<file path="src/rtl/vgafb_fetch.sv">
// Burst fetch scheduler for the VGA framebuffer pixel FIFO: issues 2-beat
// 32-bit read bursts walking one frame linearly and forwards each beat to the FIFO.
module vgafb_fetch #(
    parameter int fml_depth = 26
) (
    input  logic                 sys_clk,
    input  logic                 sys_rst_n,
    input  logic                 enable,
    input  logic [fml_depth-1:0] baseaddress,
    input  logic [17:0]          nbursts,
    output logic                 base_ack,
    input  logic                 fifo_can_burst,
    output logic                 fifo_stb,
    output logic [31:0]          fifo_di,
    output logic                 mem_stb,
    output logic [fml_depth-1:0] mem_adr,
    input  logic                 mem_ack,
    input  logic                 mem_dv,
    input  logic [31:0]          mem_di
);

    typedef enum logic [1:0] {
        S_IDLE,
        S_REQ,
        S_DATA,
        S_SETTLE
    } state_t;

    state_t               r_state;
    logic [17:0]          r_offset;
    logic [fml_depth-1:0] r_base_cur;
    logic                 r_beat;
    logic                 r_base_ack;
    logic                 r_fifo_stb;
    logic [31:0]          r_fifo_di;
    logic                 r_mem_stb;
    logic [fml_depth-1:0] r_mem_adr;

    logic [fml_depth-1:0] w_base_in;
    logic [fml_depth-1:0] w_next_adr;
    logic [17:0]          w_nb_eff;
    logic [18:0]          w_off_inc;
    logic                 w_wrap;
    logic                 w_unused;

    // Bursts are 8-byte aligned, so the low address bits never reach the bus.
    assign w_base_in  = {baseaddress[fml_depth-1:3], 3'b000};
    assign w_unused   = ^baseaddress[2:0];
    assign w_next_adr = r_base_cur + fml_depth'({r_offset, 3'b000});
    assign w_nb_eff   = (nbursts == 18'd0) ? 18'd1 : nbursts;
    assign w_off_inc  = {1'b0, r_offset} + 19'd1;
    assign w_wrap     = (w_off_inc >= {1'b0, w_nb_eff});

    // NOTE: every state register uses <= so all branches see the pre-edge values,
    // and the async reset clears the outputs without waiting for a clock.
    always_ff @(posedge sys_clk or negedge sys_rst_n) begin
        if (!sys_rst_n) begin
            r_state    <= S_IDLE;
            r_offset   <= '0;
            r_base_cur <= '0;
            r_beat     <= 1'b0;
            r_base_ack <= 1'b0;
            r_fifo_stb <= 1'b0;
            r_fifo_di  <= '0;
            r_mem_stb  <= 1'b0;
            r_mem_adr  <= '0;
        end else begin
            r_fifo_stb <= 1'b0;
            r_base_ack <= 1'b0;
            case (r_state)
                S_IDLE: begin
                    if (enable && fifo_can_burst) begin
                        r_mem_adr <= w_next_adr;
                        r_mem_stb <= 1'b1;
                        r_state   <= S_REQ;
                    end else if (!enable) begin
                        r_offset   <= '0;
                        r_base_cur <= w_base_in;
                        r_base_ack <= 1'b1;
                    end
                end
                S_REQ: begin
                    if (mem_ack) begin
                        r_mem_stb <= 1'b0;
                        r_beat    <= 1'b0;
                        r_state   <= S_DATA;
                    end
                end
                S_DATA: begin
                    if (mem_dv) begin
                        r_fifo_stb <= 1'b1;
                        r_fifo_di  <= mem_di;
                        r_beat     <= ~r_beat;
                        if (r_beat) begin
                            r_state <= S_SETTLE;
                            if (w_wrap) begin
                                r_offset   <= '0;
                                r_base_cur <= w_base_in;
                                r_base_ack <= 1'b1;
                            end else begin
                                r_offset <= w_off_inc[17:0];
                            end
                        end
                    end
                end
                // Lets the last strobe land before fifo_can_burst is looked at again.
                S_SETTLE: r_state <= S_IDLE;
                default:  r_state <= S_IDLE;
            endcase
        end
    end

    assign base_ack = r_base_ack;
    assign fifo_stb = r_fifo_stb;
    assign fifo_di  = r_fifo_di;
    assign mem_stb  = r_mem_stb;
    assign mem_adr  = r_mem_adr;

endmodule
</file>
<file path="config.mk">
export PLATFORM = sky130hd
export DESIGN_NAME = vgafb_fetch
export DESIGN_NICKNAME = d
export VERILOG_FILES = /design/src/rtl/vgafb_fetch.sv
export SDC_FILE = /design/constraint.sdc
export NUM_CORES = 1
export LEC_CHECK = 0
export CAP_MARGIN = 20
export CORE_AREA = 4 4 119 121
export CTS_BUF_LIST = sky130_fd_sc_hd__clkbuf_2 sky130_fd_sc_hd__clkbuf_4 sky130_fd_sc_hd__clkbuf_8
export CTS_CLUSTER_DIAMETER = 100
export CTS_CLUSTER_SIZE = 10
export DETAILED_ROUTE_END_ITERATION = 16
export DIE_AREA = 0 0 123 125
export PLACE_DENSITY = 0.74
export SKIP_LAST_GASP = 1
export SYNTH_ARGS = -nofsm -noshare
export SYNTH_HDL_FRONTEND = slang
export SYNTH_SLANG_ARGS = --single-unit
export TNS_END_PERCENT = 50
</file>
<file path="constraint.sdc">
create_clock -name sys_clk -period 3.5 [get_ports sys_clk]
set_clock_uncertainty 0.15 [all_clocks]
set_input_delay 0.525 -clock sys_clk [delete_from_list [all_inputs] [get_ports sys_clk]]
set_output_delay 0.525 -clock sys_clk [all_outputs]
set_load 0.01 [all_outputs]
</file>
==> impl_metrics.json <==
{
  "syn_area_um2": 6046,
  "yosysMostFrequentCell": "dfrtp_1",
  "fin_crit_ns": 3.402,
  "hpwl_um": 11500,
  "ant_nets": 0,
  "hold_class": "input pin to asynchronous set/reset pin",
  "start_kind": "register",
  "setup_ws_ns": 0.09786,
  "maxCapViolCount": 0,
  "grt_usage": 0.1955,
  "ys_types": 67,
  "synthTopCellsByArea": "dfrtp_1 (42%), ha_1 (8.3%), mux2_2 (6.5%), mux2_4 (5.0%), nand2_1 (4.2%)",
  "critPathKind": "register to register",
  "grt_pass1_wl_um": 24430,
  "crit_fanout": 6,
  "multi_input_area_um2": 3322,
  "drt-vias-per-instance": 5.381,
  "drv_slew": 0,
  "drtPass1Iterations": 4,
  "synth_edf_count": 0,
  "yosys-top-cells-count": "dfrtp_1 (102), nand2_1 (68), ha_1 (40)",
  "core_um2": 13090,
  "cts-htree-levels": 3,
  "dieWidth_um": 123,
  "clock_path_buffers": 2,
  "worst_slew_pin_slew_ns": 0.8052,
  "drt-initial-drc-count": 334,
  "whs_ns": 0.08112,
  "totalWireLength_um": 15270,
  "reg2reg_depth": 14,
  "synthArstFlopShare": 1.000,
  "antenna_found_initial": 0,
  "diodes": 0,
  "slew-limit-headroom": 0.4632,
  "crit_path_start": "r_offset[0]$_DFFE_PN0P_",
  "dieHeight_um": 125,
  "overflow": 0,
  "fin_nets": 874,
  "wl_per_cell_um": 16.38,
  "via_count": 5015,
  "cts.sinks": 102,
  "nFillCells": 1063,
  "leakagePower_nw": 3.726,
  "syn_avg_cell_area_um2": 10.28,
  "cts_hold_buf": 0,
  "start_util": 0.4620,
  "required_ns": 3.60,
  "status": "finished clean",
  "finalSetupViolations": 0,
  "r2r_end": "r_base_cur[12]$_DFFE_PN0P_",
  "areaGrowthSynthToFinish_pct": 35.68,
  "powerDensity_nw_per_um2": 724.4,
  "place.gp.congestion": 0.8743,
  "fmax_mhz": 293.9,
  "place_ws_ns": -0.2185,
  "end_kind": "register",
  "yosysWarnings": 0,
  "r2r-start": "r_offset[0]$_DFFE_PN0P_",
  "final_layout_size_suffix_gt1_frac": 0.1839,
  "drc": 0,
  "regToRegSetupSlack_ns": 0.1,
  "ioPinCount": 143,
  "synth-seq-cells": 102,
  "io_buffers": 136,
  "rsz0062_at_grt": "true",
  "cp.arrival_ns": 3.50,
  "synth_cells": 588,
  "period_share": 0.9720,
  "grt_pass1_vias": 5048,
  "synthFlopType": "dfrtp_1",
  "clock_latency_ns": 0.36,
  "final_hold_viol_count": 0,
  "die_area_um2": 15380,
  "final_core_util": 0.6269,
  "yosysSeqAreaShare": 0.4222,
  "max-vdd-ir-drop_uv": 346.3,
  "cts_tree": "built",
  "cts_inserted_buffers": 9,
  "clockRootBuffer": "clkbuf_8",
  "yosysTopAreaCellShare": 0.4222,
  "yosysTopAreaCell": "dfrtp_1",
  "seqCellArea_um2": 2552,
  "grt_max_degree": 64,
  "num_rows": 42,
  "path_clk_slew_ns": 0.10
}
==> routing by layer <==
metal | routed length, µm | global-route usage
met5 | 0 | 0
met4 | 363 | 0.07818
met3 | 784 | 0.02033
met2 | 7571 | 0.3197
met1 | 6549 | 0.2661
==> timing repair <==
| item | CTS | global route |
|---|---|---|
| gates resized for setup | 0 | 22 |
| buffers inserted | 0 | 4 |
| endpoints found under the setup margin | 0 | 37 |
==> logic make-up after synthesis <==
logic type                 Yosys count  share of synthesized area
adders and majority gates           41                    0.08609
DFF                                102                     0.4222
muxes                               56                     0.1165
and+or+nand+nor                    172                     0.1413
buffers and inverters               62                    0.04491
AOI/OAI and AO/OA                  130                     0.1536
xor gates and xnor gates            24                    0.03477
other                                1                  0.0006203
==> worst max-delay path, cell delays in order (launching register included) <==
cell and delay (ns):
dfrtp_1 0.42, ha_2 0.22, nand3_2 0.11, nor2_4 0.17, nand3_1 0.11, xnor2_1 0.27, ha_1 0.30, a21o_1 0.16
a21o_1 0.17, a21oi_1 0.17, o21ai_2 0.09, a211oi_4 0.24, a31oi_4 0.19, clkbuf_16 0.22, mux2_4 0.30
==> flip-flops by register name, indices dropped and copies added (netlist names) <==
register    flops
base_ack        1
mem_adr        23
r_base_cur     23
r_offset       18
fifo_di        32
mem_stb         1
r_state         2
r_beat          1
fifo_stb        1
==> worst max path at each step <==
stage | endpoint | slack (ns) | depth (start not counted)
after floorplan | r_base_cur[10]$_DFFE_PN0P_ | 0.005 | 15
final | r_base_cur[12]$_DFFE_PN0P_ | 0.1 | 14
after detailed placement | r_offset[3]$_DFFE_PN0P_ | -0.22 | 14
after global placement | r_offset[12]$_DFFE_PN0P_ | -0.11 | 14
after global routing | r_base_cur[12]$_DFFE_PN0P_ | -0.06 | 15
after CTS | r_offset[3]$_DFFE_PN0P_ | 0.008 | 15
==> final cells by class <==
cell class              instances  area share
clock inverters                 6     0.01434
flip-flops and latches        102      0.3112
clock buffers                  10     0.01678
well taps                     176     0.02685
repair buffers                176      0.2094
inverters                      36     0.01647
multi-input cells             426      0.4050
==> cell usage in the layout (no fill, tap or decap), types with 5 or more instances in the layout <==
master	Yosys	final
ha_1	40	38
o31ai_1	5	5
buf_4	3	35
and3_1	14	12
dfrtp_1	102	102
nand3_1	17	14
o211ai_1	6	6
o21a_1	7	7
nand4_1	7	7
xor2_1	9	8
nand2_1	68	68
mux2_2	35	35
nor2_1	22	21
inv_1	36	36
xnor2_1	15	15
a21oi_1	18	16
a211oi_1	7	7
mux2_4	20	20
clkdlybuf4s50_1	0	135
nor4_1	11	11
o22ai_1	7	7
a41oi_1	6	6
clkbuf_8	0	10
a21o_1	13	13
o21ai_0	35	35
==> metrics by stage <==
step	area, µm²	std cells	total power, mW	TNS (ns)
3_5_place_dp	7756	909	4.910	-5.796
5_1_grt	8203	932	6.334	-0.7092
2_1_floorplan	6053	590	3.710	0
4_1_cts	8011	925	5.833	0
6_report	8203	932	5.942	0
3_3_place_gp	7756	909	4.811	-2.802
==> power breakdown <==
part | switching, mW | leakage [nW] | internal [mW]
Sequential | 0.307 | 1.27 | 1.67
Combinational | 1.33 | 2.33 | 1.72
Clock | 0.414 | 0.125 | 0.501
Power figures use the tool's default switching activity.
